$ cat src/rtl/uart_tx_pkg.sv
// Shared types and constants for the configurable UART transmitter.
package uart_tx_pkg;

  typedef enum logic [2:0] {
    IDLE   = 3'd0,
    START  = 3'd1,
    DATA   = 3'd2,
    PARITY = 3'd3,
    STOP   = 3'd4
  } state_e;

  localparam logic PAR_ODD  = 1'b0;
  localparam logic PAR_EVEN = 1'b1;

  // xor_all is the XOR-reduce of the data word.
  function automatic logic parity_bit(input logic par_typ, input logic xor_all);
    return (par_typ == PAR_EVEN) ? xor_all : ~xor_all;
  endfunction

endpackage

$ cat src/rtl/uart_tx_fifo.sv
// Synchronous FIFO buffering words ahead of the UART transmitter.
module uart_tx_fifo #(
  parameter int W     = 8,
  parameter int DEPTH = 4
) (
  input  logic         clk,
  input  logic         reset,
  input  logic         push,
  input  logic         pop,
  input  logic [W-1:0] wdata,
  output logic [W-1:0] rdata,
  output logic         full,
  output logic         empty
);

  localparam int AW = $clog2(DEPTH);

  logic [W-1:0]  mem_q [DEPTH];
  logic [AW-1:0] wr_ptr_q, wr_ptr_d;
  logic [AW-1:0] rd_ptr_q, rd_ptr_d;
  logic [AW:0]   count_q, count_d;
  logic          do_push, do_pop;

  assign full  = (count_q == (AW+1)'(DEPTH));
  assign empty = (count_q == '0);
  assign rdata = mem_q[rd_ptr_q];

  // Pointers wrap naturally because DEPTH is a power of two.
  always_comb begin
    do_push  = push & ~full;
    do_pop   = pop & ~empty;
    wr_ptr_d = wr_ptr_q;
    rd_ptr_d = rd_ptr_q;
    count_d  = count_q;
    if (do_push) wr_ptr_d = wr_ptr_q + 1'b1;
    if (do_pop)  rd_ptr_d = rd_ptr_q + 1'b1;
    if (do_push && !do_pop)      count_d = count_q + 1'b1;
    else if (!do_push && do_pop) count_d = count_q - 1'b1;
  end

  always_ff @(posedge clk) begin
    if (reset) begin
      wr_ptr_q <= '0;
      rd_ptr_q <= '0;
      count_q  <= '0;
    end else begin
      wr_ptr_q <= wr_ptr_d;
      rd_ptr_q <= rd_ptr_d;
      count_q  <= count_d;
    end
  end

  always_ff @(posedge clk) begin
    if (do_push) mem_q[wr_ptr_q] <= wdata;
  end

endmodule

$ cat src/rtl/uart_tx_cfg.sv
// UART transmitter with per-frame parity/stop configuration.
// Define UART_TX_FIFO_EN to buffer words in a FIFO_DEPTH-entry FIFO.
module uart_tx_cfg
  import uart_tx_pkg::*;
#(
  parameter int DATA_W       = 8,
  parameter int CLKS_PER_BIT = 16,
  parameter int FIFO_DEPTH   = 4
) (
  input  logic              clk,
  input  logic              reset,
  input  logic [DATA_W-1:0] P_DATA,
  input  logic              DATA_VALID,
  output logic              DATA_READY,
  input  logic              PAR_EN,
  input  logic              PAR_TYP,
  input  logic              STOP2,
  output logic              TX_OUT,
  output logic              Busy,
  output logic [2:0]        dbg_state
);

  localparam int TW = (CLKS_PER_BIT > 2) ? $clog2(CLKS_PER_BIT) : 1;
  localparam int CW = $clog2(DATA_W + 1);
  localparam logic [TW-1:0] T_LAST = TW'(CLKS_PER_BIT - 1);
  localparam logic [CW-1:0] C_LAST = CW'(DATA_W - 1);

  if (DATA_W < 5 || DATA_W > 9 || CLKS_PER_BIT < 2 || FIFO_DEPTH < 2 ||
      (FIFO_DEPTH & (FIFO_DEPTH - 1)) != 0) begin : g_bad_params
    $error("uart_tx_cfg: illegal parameter value");
  end

  state_e            state_q, state_d;
  logic [TW-1:0]     timer_q, timer_d;
  logic [CW-1:0]     bit_cnt_q, bit_cnt_d;
  logic [DATA_W-1:0] shr_q, shr_d;
  logic              par_en_q, par_en_d;
  logic              par_bit_q, par_bit_d;
  logic              stop2_q, stop2_d;
  logic              tx_q, tx_d;
  logic              busy_q, busy_d;
  logic              bit_end, load, word_avail;
  logic [DATA_W-1:0] word_in;

  // Handshake: a word transfers on a rising edge where DATA_VALID and
  // DATA_READY are both 1; the offerer holds P_DATA until then.
`ifdef UART_TX_FIFO_EN
  logic fifo_full, fifo_empty;

  uart_tx_fifo #(.W(DATA_W), .DEPTH(FIFO_DEPTH)) u_fifo (
    .clk   (clk),
    .reset (reset),
    .push  (DATA_VALID & DATA_READY),
    .pop   (load),
    .wdata (P_DATA),
    .rdata (word_in),
    .full  (fifo_full),
    .empty (fifo_empty)
  );

  assign DATA_READY = reset | ~fifo_full;
  assign word_avail = ~fifo_empty;
`else
  // Without buffering the frame shifter is the only storage, so a word is
  // taken straight into it from IDLE.
  assign DATA_READY = reset | (state_q == IDLE);
  assign word_avail = DATA_VALID & (state_q == IDLE);
  assign word_in    = P_DATA;
`endif

  assign TX_OUT    = tx_q;
  assign Busy      = busy_q;
  assign dbg_state = state_q;

  always_comb begin
    state_d   = state_q;
    bit_cnt_d = bit_cnt_q;
    shr_d     = shr_q;
    par_en_d  = par_en_q;
    par_bit_d = par_bit_q;
    stop2_d   = stop2_q;
    tx_d      = tx_q;
    busy_d    = busy_q;
    load      = 1'b0;
    bit_end   = (timer_q == T_LAST);
    timer_d   = (state_q == IDLE || bit_end) ? '0 : timer_q + 1'b1;

    case (state_q)
      IDLE: load = word_avail;
      START: if (bit_end) begin
        state_d   = DATA;
        bit_cnt_d = '0;
        tx_d      = shr_q[0];
      end
      DATA: if (bit_end) begin
        if (bit_cnt_q == C_LAST) begin
          bit_cnt_d = '0;
          if (par_en_q) begin
            state_d = PARITY;
            tx_d    = par_bit_q;
          end else begin
            state_d = STOP;
            tx_d    = 1'b1;
          end
        end else begin
          shr_d     = shr_q >> 1;
          tx_d      = shr_q[1];
          bit_cnt_d = bit_cnt_q + 1'b1;
        end
      end
      PARITY: if (bit_end) begin
        state_d = STOP;
        tx_d    = 1'b1;
      end
      STOP: if (bit_end) begin
        // bit_cnt counts completed stop periods when STOP2 is latched.
        if (stop2_q && bit_cnt_q == '0) begin
          bit_cnt_d = CW'(1);
        end else if (word_avail) begin
          load = 1'b1;
        end else begin
          state_d   = IDLE;
          bit_cnt_d = '0;
          tx_d      = 1'b1;
          busy_d    = 1'b0;
        end
      end
      default: state_d = IDLE;
    endcase

    if (load) begin
      state_d   = START;
      timer_d   = '0;
      bit_cnt_d = '0;
      shr_d     = word_in;
      par_en_d  = PAR_EN;
      par_bit_d = parity_bit(PAR_TYP, ^word_in);
      stop2_d   = STOP2;
      tx_d      = 1'b0;
      busy_d    = 1'b1;
    end
  end

  always_ff @(posedge clk) begin
    if (reset) begin
      state_q   <= IDLE;
      timer_q   <= '0;
      bit_cnt_q <= '0;
      shr_q     <= '0;
      par_en_q  <= 1'b0;
      par_bit_q <= 1'b0;
      stop2_q   <= 1'b0;
      tx_q      <= 1'b1;
      busy_q    <= 1'b0;
    end else begin
      state_q   <= state_d;
      timer_q   <= timer_d;
      bit_cnt_q <= bit_cnt_d;
      shr_q     <= shr_d;
      par_en_q  <= par_en_d;
      par_bit_q <= par_bit_d;
      stop2_q   <= stop2_d;
      tx_q      <= tx_d;
      busy_q    <= busy_d;
    end
  end

endmodule

$ cat config.mk
export PLATFORM = sky130hd
export DESIGN_NAME = uart_tx_cfg
export DESIGN_NICKNAME = d
export VERILOG_FILES = /design/src/rtl/uart_tx_pkg.sv /design/src/rtl/uart_tx_fifo.sv /design/src/rtl/uart_tx_cfg.sv
export SDC_FILE = /design/constraint.sdc
export NUM_CORES = 1
export LEC_CHECK = 0
export BUFFER_PORTS_ARGS = -buffer_cell sky130_fd_sc_hd__clkbuf_2
export CORE_UTILIZATION = 55
export CTS_CLUSTER_SIZE = 8
export DETAILED_ROUTE_END_ITERATION = 10
export PLACE_DENSITY = 0.84
export SETUP_SLACK_MARGIN = 0.4
export SYNTH_ARGS = -nofsm -noshare
export SYNTH_HDL_FRONTEND = slang
export SYNTH_SLANG_ARGS = --single-unit
$ cat constraint.sdc
create_clock -name clk -period 2.05 [get_ports clk]
set_input_delay 0 -clock clk [delete_from_list [all_inputs] [get_ports clk]]
set_output_delay 0 -clock clk [all_outputs]
set_load 0.005 [all_outputs]
==> flow_summary_export.csv <==
group,metric,value,unit
yosys,cell_area_synth,1330,sq um
timing,max_slew_margin,71.4,%
layout,insertedDiodeCount,0,
worst_setup_path,critPathArrivalTime,1890,ps
worst_setup_path,critPathMaxStageDelay,560,ps
yosys,synth.ff_latch_count,24,
floorplanning,initial_core_util,59.0,%
global_routing,grt_first_pass_wirelength,5330,um
global_routing,grt_use_total,27.3,%
clocking,clockBufferDepth,2,
yosys,postSynth.asyncResetShare,0,%
floorplanning,io_pins,20,
timing,clock.fmax,0.608,GHz
layout,post-route-util,75.1,%
clocking,clk_pin_slew_worst_paths,130,ps
worst_setup_path,worst_r2r_startpoint,"dbg_state[0]",
clocking,tritoncts.num_buffers,3,
clocking,clock_tree_from_tritoncts,"built",
layout,layout-area-overhead-vs-synth,27.2,%
worst_setup_path,crit_fanout,7,
worst_setup_path,cp_num_buf_inv,2,
worst_setup_path,timing.critical_path.from,"dbg_state[0]",
routing,drt-vias-per-instance,5.95,
worst_setup_path,regToRegEndpoint,"shr_q[2]",
timing,rsz0062_at_grt,"true",
layout,post_route_cells_drive_above_1_share,29.5,%
layout,final_net_count,211,
yosys,synthCells,158,
timing,finalMaxSlewViolations,0,
floorplanning,placeable_core_area,2250,sq um
timing,min_period,1650,ps
timing,setup_total_negative_slack,0,ps
clocking,htree_levels,1,
clocking,cts_sinks,24,
global_routing,grt_max_degree,19,
worst_setup_path,ff2ff_path_depth,6,
placement,place.port_buffers,19,
pwr,ir_drop,0.000457,V
clocking,ctsRootBufferMaster,"clkbuf_4",
routing,drt_first_pass_iters,4,
yosys,synth-edff-count,0,
timing,setup-violations-final,0,
floorplanning,floorplan.die.height,51.2,um
worst_setup_path,cp_cell_sequence,"buf_6 -> or4b_4 -> o31ai_4 -> buf_6 -> nor2_1 -> a311oi_1",
global_routing,number_of_global_route_vias_before_repair,1253,
worst_setup_path,ff2ff_setup_slack,400,ps
routing,num_vias,1314,
min_path,hp-class,"in2reg",
routing,initialDrtViolationCount,52,
pwr,cellLeakagePower,0.642,nW
worst_setup_path,critical_path.top_delay_family,"simple AND/OR/NAND/NOR gates",
yosys,synth-warning-count,0,
worst_setup_path,critical_path_cell_count,6,
global_routing,grt-ovfl-total,0,
yosys,synthesis.nets,175,
timing,clock-skew-final,0.922,ps
routing,drc_errors,0,
worst_setup_path,setup.worst_path.end,"shr_q[2]",
timing,timing.hold.ws,71.2,ps
yosys,synth-main-ff-cell,"dfxtp_1",
layout,fillCellCount,169,
timing,tightestPinTransition,429,ps
clocking,clkLatencyLatePin,320,ps
yosys,post_synth.cell_area_avg,8.43,sq um
worst_setup_path,cp_slowest_cell,"or4b_4",
worst_setup_path,crit_type,"reg2reg",
timing,final_hold_viol_count,0,
worst_setup_path,worst_ep_required_time,2290,ps
outcome,result_of_the_run,"finished clean",
routing,detail-route-antenna-nets,0,
placement,detailed_place_hpwl,2150,um
routing,route.detailed.wl_per_inst,15.1,um
worst_setup_path,critical_path.endpoint_type,"flop",
timing,period_share,80.3,%
worst_setup_path,worst_setup_path_start_kind,"flop",
worst_setup_path,cpMostUsedCell,"buf_6",
yosys,synth.lib_cells_used.distinct,47,
global_routing,grt_antenna_before_repair,0,
floorplanning,fp-row-count,17,
yosys,synth_seq_area_share,36.1,%
placement,globalplace.congestion,0.892,
pwr,power_per_cell_area,576,nW/um^2
job,max_cap_violations,0,
floorplanning,dieArea,2620,sq um
floorplanning,chipWidth,51.2,um
routing,postRouteWirelength,3330,um
==> logic make-up (layout without fill, tap and decap cells) <==
| kind of cell | Yosys count | after routing | share of synthesized area (%) |
|---|---|---|---|
| and+or+nand+nor | 72 | 72 | 27.0 |
| AOI/OAI and AO/OA | 33 | 33 | 19.9 |
| DFF | 24 | 24 | 36.1 |
| buffers and inverters | 15 | 50 | 5.64 |
| xor gates and xnor gates | 9 | 9 | 6.95 |
| adders and majority gates | 4 | 4 | 3.57 |
| muxes | 1 | 1 | 0.846 |
==> report_power, final <==
group	switching, mW	internal (mW)
Clock	0.145	0.109
Sequential	0.0189	0.493
Combinational	0.101	0.108
==> tightest hold or removal path: stages <==
cell and delay [ps]:
clkbuf_2 100, o2bb2a_1 230, nor2_1 40
==> how the worst min path moves through the flow <==
stage	from	end	slack, ps	cells past startpoint
floorplan	STOP2	stop2_q	140	2
global placement	PAR_EN	par_en_q	230	3
detailed placement	PAR_EN	par_en_q	240	3
CTS	P_DATA[7]	shr_q[7]	80	3
global route	P_DATA[7]	shr_q[7]	90	3
finish	P_DATA[7]	shr_q[7]	70	3
==> placed cells by master (no fill, tap or decap), types with 4 or more instances in the layout <==
master and n:
nand2_1 21, dfxtp_1 19, clkbuf_2 19, nor2_1 18, a21oi_1 9, dlygate4sd3_1 9, buf_4 8, xnor2_1 6
inv_1 5, dfxtp_2 5, nand3_1 4, a311oi_1 4, buf_6 4
==> per-layer routing <==
| layer | track usage, % | wire (um) |
|---|---|---|
| met1 | 32.4 | 1390 |
| met5 | 0 | 0 |
| met2 | 49.1 | 1720 |
| met4 | 11.6 | 67 |
| met3 | 2.98 | 155 |
==> Yosys cell counts (all sizes together) (2+ instances only) <==
cell	count	area [sq um]
ha	3	37.5
or3	2	12.5
dfxtp	24	480
nor4	2	12.5
a21oi	9	45.0
nand3b	3	22.5
buf	6	41.3
a311oi	7	80.1
clkbuf	4	15.0
xnor2	6	52.6
and3	3	18.8
xor2	2	17.5
o21ai	4	20.0
inv	5	18.8
nand2	21	78.8
nor2b	3	18.8
nor3	2	10.0
nand2b	3	18.8
nand3	5	25.0
nor2	21	78.8
==> final cells by class <==
type                            instances  area, sq um  share of cell area (%)
Clock buffer                            4         36.3                    2.14
Timing Repair Buffer                   41          295                    17.4
Sequential cell                        24          487                    28.8
Multi-Input combinational cell        119          821                    48.5
Inverter                                5         18.8                    1.11
Tap cell                               28         35.0                    2.07
==> flip-flops by register name, summed over array words and instances (netlist names) <==
register and count:
bit_cnt_q 4, stop2_q 1, TX_OUT 1, Busy 1, dbg_state 3, shr_q 8
par_bit_q 1, par_en_q 1, timer_q 4
==> timing repair <==
action	4_1_cts	5_1_grt
endpoints found under the hold margin	9	0
setup buffers	3	2
cloned	0	1
gates resized for setup	5	15
endpoints found under the setup margin	10	14
hold buffers	9	0
pin swaps	2	7
==> per-stage QoR <==
stage	std cells	total power [mW]	area [sq um]	setup slack [ps]
floorplan	158	0.637	1350	415
global placement	202	0.680	1470	363
detailed placement	202	0.689	1470	291
CTS	218	0.956	1630	375
global route	221	1.01	1690	339
finish	221	0.975	1690	404
Note: power is estimated with default switching activity, not from simulation.
